===== src/rtl/sdram_arb_pkg.sv =====
// Shared types and widths for the two-port SDRAM burst arbiter.
package sdram_arb_pkg;

  localparam int ADDR_W        = 15;
  localparam int DATA_W        = 16;
  localparam int CNT_W         = 10;
  localparam int BURST_LEN_DEF = 512;

  typedef enum logic [1:0] {
    ST_IDLE  = 2'd0,
    ST_ISSUE = 2'd1,
    ST_BURST = 2'd2
  } state_t;

endpackage


===== src/rtl/sdram_arb_prio.sv =====
// Fixed priority to port 0 with a starvation counter that hands the next
// contested arbitration to port 1 after STARVE_MAX consecutive port-0 wins.
module sdram_arb_prio
  import sdram_arb_pkg::*;
#(
  parameter int STARVE_MAX = 4
) (
  input  logic CLK_OUT,
  input  logic rst_n,
  input  logic i_arb_en,
  input  logic i_req0,
  input  logic i_req1,
  output logic o_win
);

  localparam int SW = $clog2(STARVE_MAX + 2);

  logic [SW-1:0] r_starve;
  logic          w_starved;

  assign w_starved = (r_starve == SW'(STARVE_MAX));
  assign o_win     = i_req1 && (!i_req0 || w_starved);

  always_ff @(posedge CLK_OUT or negedge rst_n) begin
    if (!rst_n) begin
      r_starve <= '0;
    end else if (i_arb_en) begin
      if (!o_win && i_req1) begin
        if (!w_starved) r_starve <= r_starve + SW'(1);
      end else begin
        r_starve <= '0;
      end
    end
  end

endmodule


===== src/rtl/sdram_arbiter.sv =====
// Two-port full-page burst arbiter in front of a single SDRAM controller.
// Owner, direction and address are latched at grant and held for the burst.
//   state    | meaning
//   ST_IDLE  | waiting for c_ready and a request; arbitration happens here
//   ST_ISSUE | command registered, c_rw_en pulse being launched
//   ST_BURST | words routed to/from the owner until BURST_LEN reached
module sdram_arbiter
  import sdram_arb_pkg::*;
#(
  parameter int BURST_LEN  = BURST_LEN_DEF,
  parameter int STARVE_MAX = 4
) (
  input  logic              CLK_OUT,
  input  logic              rst_n,
  input  logic              p0_req,
  input  logic              p1_req,
  input  logic              p0_rw,
  input  logic              p1_rw,
  input  logic [ADDR_W-1:0] p0_addr,
  input  logic [ADDR_W-1:0] p1_addr,
  input  logic [DATA_W-1:0] p0_wdata,
  input  logic [DATA_W-1:0] p1_wdata,
  output logic              p0_grant,
  output logic              p1_grant,
  output logic              p0_wreq,
  output logic              p1_wreq,
  output logic [DATA_W-1:0] p0_rdata,
  output logic [DATA_W-1:0] p1_rdata,
  output logic              p0_rvalid,
  output logic              p1_rvalid,
  output logic              p0_done,
  output logic              p1_done,
  output logic              c_rw,
  output logic              c_rw_en,
  output logic [ADDR_W-1:0] c_addr,
  output logic [DATA_W-1:0] c_wdata,
  input  logic [DATA_W-1:0] c_rdata,
  input  logic              c_rvalid,
  input  logic              c_wvalid,
  input  logic              c_ready,
  output logic              busy,
  output logic              err
);

  state_t            r_state;
  logic              r_owner;
  logic              r_rw;
  logic [ADDR_W-1:0] r_addr;
  logic [CNT_W-1:0]  r_cnt;
  logic              r_rw_en;
  logic              r_grant0;
  logic              r_grant1;
  logic              r_done0;
  logic              r_done1;
  logic              r_err;

  logic w_idle;
  logic w_burst;
  logic w_arb_en;
  logic w_win;
  logic w_valid;
  logic w_full;
  logic w_route;

  assign w_idle   = (r_state == ST_IDLE);
  assign w_burst  = (r_state == ST_BURST);
  assign w_arb_en = w_idle && c_ready && (p0_req || p1_req);
  assign w_valid  = r_rw ? c_rvalid : c_wvalid;
  assign w_full   = (r_cnt == CNT_W'(BURST_LEN));
  assign w_route  = w_burst && w_valid && !w_full;

  sdram_arb_prio #(
    .STARVE_MAX (STARVE_MAX)
  ) u_prio (
    .CLK_OUT  (CLK_OUT),
    .rst_n    (rst_n),
    .i_arb_en (w_arb_en),
    .i_req0   (p0_req),
    .i_req1   (p1_req),
    .o_win    (w_win)
  );

  always_ff @(posedge CLK_OUT or negedge rst_n) begin
    if (!rst_n) begin
      r_state  <= ST_IDLE;
      r_owner  <= 1'b0;
      r_rw     <= 1'b0;
      r_addr   <= '0;
      r_cnt    <= '0;
      r_rw_en  <= 1'b0;
      r_grant0 <= 1'b0;
      r_grant1 <= 1'b0;
      r_done0  <= 1'b0;
      r_done1  <= 1'b0;
      r_err    <= 1'b0;
    end else begin
      r_grant0 <= 1'b0;
      r_grant1 <= 1'b0;
      r_done0  <= 1'b0;
      r_done1  <= 1'b0;
      r_rw_en  <= 1'b0;
      case (r_state)
        ST_IDLE: begin
          if (w_arb_en) begin
            r_owner  <= w_win;
            r_rw     <= w_win ? p1_rw : p0_rw;
            r_addr   <= w_win ? p1_addr : p0_addr;
            r_grant0 <= !w_win;
            r_grant1 <= w_win;
            r_state  <= ST_ISSUE;
          end
        end
        ST_ISSUE: begin
          r_rw_en <= 1'b1;
          r_state <= ST_BURST;
        end
        ST_BURST: begin
          // Overrun words are dropped and flagged; done waits for a quiet cycle.
          if (w_valid) begin
            if (!w_full) r_cnt <= r_cnt + CNT_W'(1);
            else         r_err <= 1'b1;
          end else if (w_full) begin
            r_done0 <= !r_owner;
            r_done1 <= r_owner;
            r_cnt   <= '0;
            r_state <= ST_IDLE;
          end
        end
        default: r_state <= ST_IDLE;
      endcase
    end
  end

  assign p0_grant  = r_grant0;
  assign p1_grant  = r_grant1;
  assign p0_done   = r_done0;
  assign p1_done   = r_done1;
  assign c_rw_en   = r_rw_en;
  assign c_rw      = r_rw;
  assign c_addr    = r_addr;
  assign err       = r_err;
  assign busy      = !w_idle;

  assign p0_rvalid = w_route && r_rw && !r_owner;
  assign p1_rvalid = w_route && r_rw && r_owner;
  assign p0_wreq   = w_route && !r_rw && !r_owner;
  assign p1_wreq   = w_route && !r_rw && r_owner;

  // Data paths are forced low while reset is held so every output reads 0.
  assign p0_rdata  = rst_n ? c_rdata : '0;
  assign p1_rdata  = rst_n ? c_rdata : '0;
  assign c_wdata   = !rst_n ? '0 : (r_owner ? p1_wdata : p0_wdata);

endmodule


===== config.mk =====
export PLATFORM = sky130hd
export DESIGN_NAME = sdram_arbiter
export DESIGN_NICKNAME = d
export VERILOG_FILES = /design/src/rtl/sdram_arb_pkg.sv /design/src/rtl/sdram_arb_prio.sv /design/src/rtl/sdram_arbiter.sv
export SDC_FILE = /design/constraint.sdc
export NUM_CORES = 1
export LEC_CHECK = 0
export CAP_MARGIN = 20
export CORE_ASPECT_RATIO = 0.75
export CORE_MARGIN = 5
export CORE_UTILIZATION = 38
export DETAILED_ROUTE_END_ITERATION = 7
export HOLD_SLACK_MARGIN = 0.02
export PLACE_DENSITY = 0.84
export SYNTH_ARGS = -nofsm -noshare
export SYNTH_HDL_FRONTEND = slang
export SYNTH_HIERARCHICAL = 1
export SYNTH_SLANG_ARGS = --single-unit

===== constraint.sdc =====
create_clock -name CLK_OUT -period 4.9 [get_ports CLK_OUT]
set_clock_uncertainty 0.1 [all_clocks]
set_input_delay 0.735 -clock CLK_OUT [delete_from_list [all_inputs] [get_ports CLK_OUT]]
set_output_delay 0.735 -clock CLK_OUT [all_outputs]
set_load 0.05 [all_outputs]

==> impl_metrics.ini <==
[global_routing]
grt_max_degree = 42
grt_antenna_before_repair = 0
grt_pass1_vias = 2183
overflow = 0
grt_pass1_wl_microns = 11400
grtUsageTotal = 0.181

[clocking]
clock_latency_ns = 0.28
clk_pin_slew_ns = 0.07
cts_max_level = 2
cts_root_buf = clkbuf_8
clock_sinks = 38
cts_buffer_depth = 2
cts_setup_buffers = 0
cts_made_buffers = 5
cts_resized = 0
cts_hold_buf = 0
cts_tree = done

[sta]
relSlewSlack = 0.349
period_share = 0.754
drv_slew = 0
timing.fmax_ghz = 0.271
rsz0062_at_grt = no
setup_viol = 0
setup_slack_ns = 1.20
finalHoldViolations = 0
fin_tns_setup_ns = 0
tightestPinTransition_ns = 0.976
fin_crit_ns = 3.70

[setup_path]
timing_worst_setup_path_type = in2out
worst_path_dominant_cell_family = buffers and inverters
path_cells = clkdlybuf4s50_1, mux2i_2, nor2_1, nand2_1, nor3_1, clkdlybuf4s50_1
critPathBufInv = 2
critPathRequiredTime_ns = 4.07
r2r_end = u_prio/r_starve[2]$_DFFE_PN0P_
rr_worst_depth = 6
cpMostUsedCell = clkdlybuf4s50_1
critical_path.startpoint = c_wvalid
r2r_slack_ns = 3.08
cp_max_fo = 6
cp_slowest_cell = clkdlybuf4s50_1
r2r_start = r_state[0]$_DFFE_PN0P_
end_kind = primary output
endpoint = p0_wreq
startpoint_type = primary input
cpPeakStageDelay_ns = 0.84
timing.critical_path.depth = 6
cp.arrival_ns = 2.86

[route]
finalWirelength_microns = 7320
dr.first_iter.drc_count = 76
vias = 2195
drc_errors = 0
wl_met3_microns = 522
met1Wirelength_microns = 3050
maxUsedRoutingLayer = met4
routedWlPerCell_microns = 15.8
drtAntennaViolNets = 0
met2_wirelength_microns = 3730
via_per_inst = 4.73
drt_first_pass_iters = 4

[cells_and_area]
fin_area_sq_um = 3980
fillers = 504
multi_input_area_sq_um = 1190
fin_cells = 464
fin_nets = 477
area_growth_pct = 70.5
antennaDiodeCount = 0
seq_area_sq_um = 951
utilization = 0.676
layout-drive-gt1-share = 0.0544

[placement]
postPlaceCellArea_sq_um = 3900
place_congestion = 0.823
io_buffers = 161
hpwl_microns = 6050
post-place-ws_ns = 1.23
dp.cells = 457

[floorplan]
coreArea_sq_um = 5890
die_area_sq_um = 7820
die_x_microns = 100
io_pins = 162
fp-row-count = 24
start_util = 0.396
die_h_microns = 77.9

[logic_synthesis]
synth_nets = 332
postSynthCellCount = 241
synthFlopType = dfrtp_1
netlist_area_sq_um = 2330
ys_warn_count = 6
ys_ff_latch = 38
async_flop_share = 1.00
synth.distinct_cells = 35
synth_edf_count = 0
syn_avg_cell_area_sq_um = 9.68
synth_seq_area_share = 0.408

[pwr]
pwr_density_cell_nw_per_um2 = 468
leakagePower_uw = 0.00161
peakVddDrop_v = 0.000382

[job]
cap_viol_max_count = 0

[status]
outcome = complete, no violations

[hold_path]
hold_path.class = in2async
[cells by family after synthesis]
group / count (synthesis) / synth area share
flops: 38 / 0.408
compound gates: 28 / 0.0745
xor+xnor: 7 / 0.0263
fa+ha+maj: 4 / 0.0214
mux: 36 / 0.157
buf+inv: 33 / 0.0820
simple gates: 95 / 0.232
[power breakdown]
part / internal, uW / switching [uW]
sequential: 426 / 123
clock: 95.4 / 99.2
combinational: 434 / 681
[metrics by stage]
stage	total power, uW	hold slack [ns]
global placement	1650	0.365
CTS	1880	0.362
detailed placement	1680	0.380
finish	1860	0.366
global route	1970	0.382
floorplan	1290	0.339
[worst min path at each step]
| stage | from | endpoint | slack [ns] | depth (start not counted) |
|---|---|---|---|---|
| floorplan | rst_n | c_addr[0]$_DFFE_PN0P_ | 0.34 | 0 |
| global placement | r_state[1]$_DFFE_PN0P_ | c_rw_en$_DFF_PN0_ | 0.36 | 1 |
| detailed placement | r_state[1]$_DFFE_PN0P_ | c_rw_en$_DFF_PN0_ | 0.38 | 1 |
| CTS | rst_n | c_addr[11]$_DFFE_PN0P_ | 0.36 | 1 |
| global route | rst_n | c_addr[11]$_DFFE_PN0P_ | 0.38 | 1 |
| finish | rst_n | c_addr[11]$_DFFE_PN0P_ | 0.37 | 1 |
[final cells by class]
cell class | count | area share
Clock buffer | 5 | 0.0173
Clock inverter | 2 | 0.00252
Inverter | 7 | 0.00661
Multi-Input combinational cell | 170 | 0.300
Sequential cell | 38 | 0.239
Tap cell | 78 | 0.0245
Timing Repair Buffer | 164 | 0.410
[worst reg2reg max path, cell delays in order (launching register included)]
cell	delay [ns]
dfrtp_1	0.40
or2_1	0.29
nor3b_4	0.18
buf_4	0.37
and2_1	0.18
nand4_1	0.12
o311ai_2	0.09
[cell usage in the layout (no fill, tap or decap), drive strengths merged, types with 4 or more instances in the layout]
cell type / instances
inv: 7
nand2: 8
ha: 4
nor3: 4
nor2: 24
and2: 19
dfrtp: 38
xnor2: 7
clkbuf: 5
nor2b: 19
a21oi: 16
buf: 4
clkdlybuf4s50: 160
mux2i: 35
nand4: 6
nand3: 6
[metal layers]
| metal | up-vias | track usage |
|---|---|---|
| met2 | 75 | 0.321 |
| met1 | 1031 | 0.225 |
| met5 | - | 0 |
| met3 | 3 | 0.0511 |
| met4 | 0 | 0.0202 |
| li1 | 1086 | - |
[registers in the layout (all words and copies together), names as in the netlist, 2 cells and up]
| register | count |
|---|---|
| c_addr | 15 |
| r_cnt | 10 |
| r_state | 2 |
| u_prio/r_starve | 3 |
[synthesized netlist by cell type (2+ instances only)]
| master | instances | area share |
|---|---|---|
| dfrtp_1 | 38 | 0.41 |
| mux2i_1 | 34 | 0.15 |
| nor2_1 | 24 | 0.039 |
| and2_1 | 19 | 0.051 |
| nor2b_1 | 19 | 0.051 |
| a21oi_1 | 16 | 0.034 |
| buf_4 | 16 | 0.051 |
| inv_1 | 7 | 0.011 |
| nand2_1 | 7 | 0.011 |
| xnor2_1 | 7 | 0.026 |
| buf_2 | 6 | 0.013 |
| nand3_1 | 5 | 0.011 |
| nand4_1 | 5 | 0.013 |
| clkbuf_1 | 4 | 0.0064 |
| ha_1 | 4 | 0.021 |
| a22o_1 | 3 | 0.011 |
| nand2b_1 | 3 | 0.0080 |
| nor3_1 | 3 | 0.0064 |
| o21ai_0 | 3 | 0.0064 |
| and3_1 | 2 | 0.0054 |
| o21bai_1 | 2 | 0.0064 |
Note: power is estimated with default switching activity, not from simulation.
